### src/rtl/button_debouncer.sv
// Push-button conditioner: two-flop synchroniser, bounce filter and a one-cycle
// delayed copy of the clean level for a downstream rising-edge comparator.
module button_debouncer #(
  parameter int unsigned STABLE_CYCLES = 1000000,
  parameter int unsigned CNT_W         = 20
) (
  input  logic clk,
  input  logic rst,
  input  logic raw_in,
  output logic level,
  output logic level_prev,
  output logic settling
);

  typedef enum logic [1:0] {
    LOW       = 2'd0,
    WAIT_HIGH = 2'd1,
    HIGH      = 2'd2,
    WAIT_LOW  = 2'd3
  } state_t;

  localparam logic [CNT_W-1:0] CNT_DONE = CNT_W'(STABLE_CYCLES);
  localparam logic [CNT_W-1:0] CNT_ONE  = CNT_W'(1);

  logic [1:0]       sync_q;
  logic             synced;
  state_t           state;
  state_t           state_nxt;
  logic [CNT_W-1:0] cnt;
  logic [CNT_W-1:0] cnt_nxt;
  logic             level_nxt;
  logic             settling_nxt;

  // raw_in is only ever sampled here
  always_ff @(posedge clk or posedge rst) begin
    if (rst) begin
      sync_q <= 2'b00;
    end else begin
      sync_q <= {sync_q[0], raw_in};
    end
  end

  assign synced = sync_q[1];

  always_ff @(posedge clk or posedge rst) begin
    if (rst) begin
      state      <= LOW;
      cnt        <= '0;
      level      <= 1'b0;
      level_prev <= 1'b0;
      settling   <= 1'b0;
    end else begin
      state      <= state_nxt;
      cnt        <= cnt_nxt;
      level      <= level_nxt;
      level_prev <= level;
      settling   <= settling_nxt;
    end
  end

  // A bounce back to the held value always wins over a completed count
  always_comb begin
    state_nxt = state;
    cnt_nxt   = '0;
    case (state)
      LOW: begin
        if (synced) begin
          state_nxt = WAIT_HIGH;
          cnt_nxt   = CNT_ONE;
        end
      end
      WAIT_HIGH: begin
        if (!synced) begin
          state_nxt = LOW;
        end else if (cnt == CNT_DONE) begin
          state_nxt = HIGH;
        end else begin
          cnt_nxt = cnt + CNT_ONE;
        end
      end
      HIGH: begin
        if (!synced) begin
          state_nxt = WAIT_LOW;
          cnt_nxt   = CNT_ONE;
        end
      end
      WAIT_LOW: begin
        if (synced) begin
          state_nxt = HIGH;
        end else if (cnt == CNT_DONE) begin
          state_nxt = LOW;
        end else begin
          cnt_nxt = cnt + CNT_ONE;
        end
      end
      default: begin
        state_nxt = LOW;
      end
    endcase

    level_nxt    = (state_nxt == HIGH) || (state_nxt == WAIT_LOW);
    settling_nxt = (state_nxt == WAIT_HIGH) || (state_nxt == WAIT_LOW);
  end

endmodule
### config.mk
export PLATFORM = sky130hd
export DESIGN_NAME = button_debouncer
export DESIGN_NICKNAME = d
export VERILOG_FILES = /design/src/rtl/button_debouncer.sv
export SDC_FILE = /design/constraint.sdc
export NUM_CORES = 1
export LEC_CHECK = 0
export CORE_UTILIZATION = 50
export DETAILED_ROUTE_END_ITERATION = 10
export HOLD_SLACK_MARGIN = 0.08
export PLACE_DENSITY = 0.72
export SLEW_MARGIN = 5
export SYNTH_ARGS = -nofsm -noshare
export SYNTH_HDL_FRONTEND = slang
export SYNTH_SLANG_ARGS = --single-unit
### constraint.sdc
create_clock -name clk -period 2.5 [get_ports clk]
set_clock_uncertainty 0.1 [all_clocks]
set_input_delay 0.75 -clock clk [delete_from_list [all_inputs] [get_ports clk]]
set_output_delay 0.75 -clock clk [all_outputs]
set_load 0.1 [all_outputs]
==> impl_metrics.env, run 1 <==
export IMPL_grt_pass1_wl_mm=4.133
export IMPL_clk_path_buf_depth=2
export IMPL_powerDensity_nw_per_um2=470.7
export IMPL_cts_hold_buf=0
export IMPL_seq_area_frac_synth_pct=52.63
export IMPL_worst_pin_slew_ns=0.4798
export IMPL_postSynthAreaPerCell_sq_um=10.30
export IMPL_clkTransAtPathRegs_ns=0.13
export IMPL_cts_tree="yes"
export IMPL_die_h_um=51.72
export IMPL_crit_fanout=19
export IMPL_synthSimpleGateAreaFrac_pct=24.70
export IMPL_power_frac_clock_pct=26.4
export IMPL_cts_setup_buffers=0
export IMPL_fin_setup_tns_ns=0
export IMPL_hold_ws_ns=0.3090
export IMPL_cp_required_ns=2.60
export IMPL_yosysMostFrequentCell="dfrtp_1"
export IMPL_drive_above_1_share_pct=9.302
export IMPL_synthArstFlopShare_pct=100.0
export IMPL_gp_congestion=0.7740
export IMPL_final_max_slew_viol_count=0
export IMPL_drtAntennaViolNets=0
export IMPL_critPathKind="flip-flop to flip-flop"
export IMPL_wl_mm=2.288
export IMPL_yosys_warnings=0
export IMPL_vdd_drop_max_mv=0.2937
export IMPL_min_period_ns=2.145
export IMPL_synth_top_family_by_area="simple AND/OR/NAND/NOR gates"
export IMPL_grt_antenna_before_repair=0
export IMPL_clock_latency_ns=0.31
export IMPL_synthDistinctLibCells=28
export IMPL_grt_usage_pct=21.28
export IMPL_drc=0
export IMPL_crit_path_start_kind="flip-flop"
export IMPL_ios=6
export IMPL_synthCells=120
export IMPL_firstDrtPassIters=4
export IMPL_synth_xor_area_share_pct=10.63
export IMPL_setup_viol=0
export IMPL_yosys_area_top_type_share_pct=52.63
export IMPL_arrival_ns=2.24
export IMPL_die_w_um=51.72
export IMPL_synth_compound_area_share_pct=5.769
export IMPL_post_drt_wl_per_cell_um=14.57
export IMPL_rsz0062_at_grt="no"
export IMPL_port_buffers=5
export IMPL_finalHoldViolations=0
export IMPL_p_switching_w=0.0001396
export IMPL_cts_resized_gates=0
export IMPL_timing_final_crit_share_pct=85.81
export IMPL_synth_ff_type="dfrtp_1"
export IMPL_grt_max_degree=27
export IMPL_synth_area_leader_cell="dfrtp_1"
export IMPL_hp_class="flip-flop to flip-flop"
export IMPL_grt_pass1_vias=900
export IMPL_cap_viol_max_count=0
export IMPL_clkSinkCount=26
export IMPL_synth_adder_area_share_pct=2.024
export IMPL_p_int_w=0.0004930
export IMPL_synth_area_mux_share_pct=0.9109
export IMPL_num_antenna_cells=0
export IMPL_nets=136
export IMPL_initial_core_util_pct=54.32
export IMPL_cts_root_buffer="clkbuf_4"
export IMPL_cts_inserted_buffers=3
export IMPL_synth_common_cells="dfrtp_1 (26), nor2_1 (18), xnor2_1 (12)"
export IMPL_hpwl_mm=1.619
export IMPL_syn_to_final_growth_pct=8.705
export IMPL_via_per_inst=5.662
export IMPL_seqPwrFrac_pct=68.0
export IMPL_syn_area_sq_um=1236
export IMPL_pre_cts_slack_ns=0.3838
export IMPL_status="completed"
export IMPL_yosys_top_cells_area="dfrtp_1 (53%), xnor2_1 (8.5%), nor2_1 (5.5%)"
export IMPL_max_freq_mhz=466.1
export IMPL_swShare_pct=22.06
export IMPL_synth_edf_count=0
export IMPL_syn_num_nets=125
export IMPL_first_iter_violations=25
export IMPL_relSlewSlack_pct=67.72
export IMPL_worst_slack_ns=0.3548
export IMPL_fp_dieArea_sq_um=2675
export IMPL_num_rows=17
export IMPL_ys_ff_latch=26
export IMPL_leakagePower_nw=0.5374
export IMPL_combPwrFrac_pct=5.6
export IMPL_end_kind="flip-flop"
export IMPL_coreArea_sq_um=2276
export IMPL_gr_total_overflow=0
export IMPL_vias=889
export IMPL_cts_htree_levels=1
power groups by stage:
stage | clock [W] | combinational, W | sequential, W
2_1_floorplan | 0 | 0.0000194 | 0.000443
3_3_place_gp | 0 | 0.0000345 | 0.000438
3_5_place_dp | 0 | 0.0000359 | 0.000438
4_1_cts | 0.000177 | 0.0000362 | 0.000430
5_1_grt | 0.000192 | 0.0000403 | 0.000432
6_report | 0.000167 | 0.0000352 | 0.000430
path summary, 6_finish.rpt:
path / slack [ns] / endpoint / depth (start not counted) / startpoint
max: 0.35 / cnt[18] / 5 / cnt[3]
min: 0.31 / sync_q[1] / 0 / sync_q[0]
max reg2reg: 0.35 / cnt[18] / 5 / cnt[3]
min reg2reg: 0.31 / sync_q[1] / 0 / sync_q[0]
max in group asynchronous: 1.38 / cnt[7] / 3 / rst
min in group asynchronous: 0.67 / level / 3 / rst
worst max-delay path, stage by stage (launching register included):
cell	delay, ns
dfrtp_1	0.48
or4b_1	0.58
nor4_2	0.39
a211o_1	0.19
buf_4	0.23
a21oi_1	0.07
layout make-up:
cell class                      count  area [sq um]
Fill cell                         191         932.1
Sequential cell                    26         650.6
Multi-Input combinational cell     85         544.3
Timing Repair Buffer                8         65.06
Tap cell                           28         35.03
Inverter                            7         26.28
Clock buffer                        3         22.52
layer usage:
| layer | GRT usage, % | vias to the layer above | wire (um) |
|---|---|---|---|
| met3 | 3.509 | 2 | 34 |
| met4 | 8.108 | 0 | 12 |
| met2 | 34.63 | 7 | 1134 |
| li1 | - | 435 | - |
| met5 | 0 | - | 0 |
| met1 | 28.38 | 445 | 1107 |
cell families (layout without fill, tap and decap cells):
group,after synthesis,after routing
xor+xnor,15,15
fa+ha+maj,2,2
compound gates,12,12
mux,1,1
buf+inv,9,18
simple gates,55,55
flops,26,26
stage by stage:
step	utilization, %	instance area [sq um]	power [W]	cells
finish	59.04	1344	0.0006326	157
global route	59.04	1344	0.0006634	157
CTS	59.04	1344	0.0006440	157
detailed placement	58.05	1321	0.0004743	154
global placement	58.05	1321	0.0004723	154
floorplan	-	1236	0.0004626	120
state kept, by name (all words and copies together), names as in the netlist:
signal and flops:
cnt 20, settling 1, state 1, sync_q 2
level_prev 1, level 1
cell usage in the layout, fill, tap and decap left out, drive strengths merged, types with 3 or more instances in the layout:
cell,count
xor2,3
o21ai,3
nand3,8
nor3,4
nand2,7
nor4,5
inv,7
xnor2,12
clkbuf,3
nand4,3
buf,6
a21oi,4
nor2,18
or4,3
dfrtp,26
Note: power is estimated with default switching activity, not from simulation.
==> inputs of run 2 (changes only) <==
ABC_AREA = 0   (was not set)
==> results of run 2 <==
Final layout, timing and power as in run 1 (identical DEF).
==> inputs of run 3 (changes only) <==
PLACE_DENSITY = 0.75   (was 0.72)
SKIP_CTS_REPAIR_TIMING = 1   (was not set)
clock period = 1.9 ns   (was 2.5 ns; I/O delays follow)
==> impl_metrics.env, run 3 (synthesis results as in run 1) <==
export IMPL_cts_tree="yes"
export IMPL_setup_viol=0
export IMPL_powerDensity_nw_per_um2=631.0
export IMPL_timing_final_crit_share_pct=99.07
export IMPL_cp_required_ns=2.07
export IMPL_largest_register="cnt"
export IMPL_gr_total_overflow=0
export IMPL_max_freq_mhz=531.3
export IMPL_clkSinkCount=26
export IMPL_hpwl_mm=1.788
export IMPL_final_max_slew_viol_count=0
export IMPL_firstDrtPassIters=4
export IMPL_first_iter_violations=23
export IMPL_n_fill_cell=159
export IMPL_vias=992
export IMPL_num_rows=17
export IMPL_initial_core_util_pct=54.32
export IMPL_leakagePower_nw=0.6509
export IMPL_vdd_drop_max_mv=0.4768
export IMPL_crit_fanout=5
export IMPL_drive_above_1_share_pct=25.85
export IMPL_port_buffers=5
export IMPL_syn_to_final_growth_pct=28.24
export IMPL_crit_path_start_kind="flip-flop"
export IMPL_finalHoldViolations=0
export IMPL_p_int_w=0.0007975
export IMPL_cap_viol_max_count=0
export IMPL_grt_usage_pct=21.44
export IMPL_fin_area_sq_um=1585
export IMPL_whs_path_depth=0
export IMPL_end_kind="flip-flop"
export IMPL_die_w_um=51.72
export IMPL_combPwrFrac_pct=5.9
export IMPL_cts_root_buffer="clkbuf_4"
export IMPL_via_per_inst=5.669
export IMPL_ios=6
export IMPL_critPathKind="flip-flop to flip-flop"
export IMPL_drc=0
export IMPL_clk_path_buf_depth=2
export IMPL_grt_max_degree=16
export IMPL_final_cell_mix="dfrtp_1 (25), nor2_1 (18), buf_4 (18), xnor2_1 (12), nand3_1 (8)"
export IMPL_fin_setup_tns_ns=0
export IMPL_swShare_pct=20.28
export IMPL_grt_pass1_vias=972
export IMPL_min_period_ns=1.882
export IMPL_total_power_w=0.001000
export IMPL_final_common_cell="dfrtp_1"
export IMPL_coreArea_sq_um=2276
export IMPL_grt_antenna_before_repair=0
export IMPL_biggestRegsByFlops="cnt (20), sync_q (2)"
export IMPL_worst_pin_slew_ns=0.5135
export IMPL_clkTransAtPathRegs_ns=0.14
export IMPL_p_switching_w=0.0002029
export IMPL_arrival_ns=2.05
export IMPL_place_area_sq_um=1485
export IMPL_cts_inserted_buffers=3
export IMPL_status="completed"
export IMPL_largest_reg_flops=20
export IMPL_seqPwrFrac_pct=56.6
export IMPL_cts_htree_levels=1
export IMPL_post_drt_wl_per_cell_um=14.43
export IMPL_grt_pass1_wl_mm=4.174
export IMPL_wl_mm=2.525
export IMPL_worstRegToRegCells=5
export IMPL_hp_class="flip-flop to flip-flop"
export IMPL_relSlewSlack_pct=65.45
export IMPL_rsz0062_at_grt="yes"
export IMPL_die_h_um=51.72
export IMPL_drtAntennaViolNets=0
export IMPL_gp_congestion=0.8382
export IMPL_fp_dieArea_sq_um=2675
export IMPL_nets=153
export IMPL_power_frac_clock_pct=37.5
export IMPL_num_antenna_cells=0
export IMPL_clock_latency_ns=0.32
==> run 3: cell count changes in the layout (fill, tap and decap cells not counted), sizes merged <==
cell,previous run,this run
bufinv,0,1
buf,6,23
==> run 3: cell type report <==
class	instances	area [sq um]	area share, %
well taps	28	35.03	2.210
flip-flops and latches	26	651.9	41.12
clock buffers	3	22.52	1.421
repair buffers	25	237.7	15.00
clock inverters	1	30.03	1.894
multi-input cells	85	581.8	36.70
inverters	7	26.28	1.657
==> run 3: through the flow <==
stage,setup WS (ns),utilization (%),std cells,hold WS [ns]
final,0.01775,69.65,175,0.2668
after floorplan,0.0005459,-,120,0.2312
after CTS,-0.01065,67.56,173,0.2678
after global placement,0.06756,65.26,169,0.2371
after global routing,-0.06167,69.65,175,0.2712
after detailed placement,0.02612,65.26,169,0.2355
==> run 3: metal layers <==
metal / global-route usage, % / up-vias / routed length (um)
met5: 0 / - / 0
met4: 9.459 / 0 / 17
met3: 2.632 / 2 / 64
met2: 35.50 / 19 / 1275
met1: 28.08 / 500 / 1168
li1: - / 471 / -
==> run 3: path summary, 6_finish.rpt <==
path / start / endpoint / slack, ns
worst min-delay path: sync_q[0] / sync_q[1] / 0.27
min in group asynchronous: rst / cnt[15] / 0.44
worst max-delay path: cnt[0] / cnt[18] / 0.02
worst min register to register: sync_q[0] / sync_q[1] / 0.27
worst max register to register: cnt[0] / cnt[18] / 0.02
max in group asynchronous: rst / level / 1.08
==> run 3: worst max-delay path: stages, from the launching register on <==
cell,delay [ns]
dfrtp_1,0.42
ha_2,0.22
nand2_1,0.08
or4_4,0.46
or4_4,0.44
a21oi_2,0.12
==> run 3: power by group through the flow <==
| stage | registers, W | clock network, W | logic [W] |
|---|---|---|---|
| 2_1_floorplan | 0.000583 | 0 | 0.0000256 |
| 4_1_cts | 0.000566 | 0.000382 | 0.0000526 |
| 5_1_grt | 0.000568 | 0.000404 | 0.0000653 |
| 6_report | 0.000566 | 0.000375 | 0.0000591 |
| 3_5_place_dp | 0.000577 | 0 | 0.0000523 |
| 3_3_place_gp | 0.000576 | 0 | 0.0000524 |
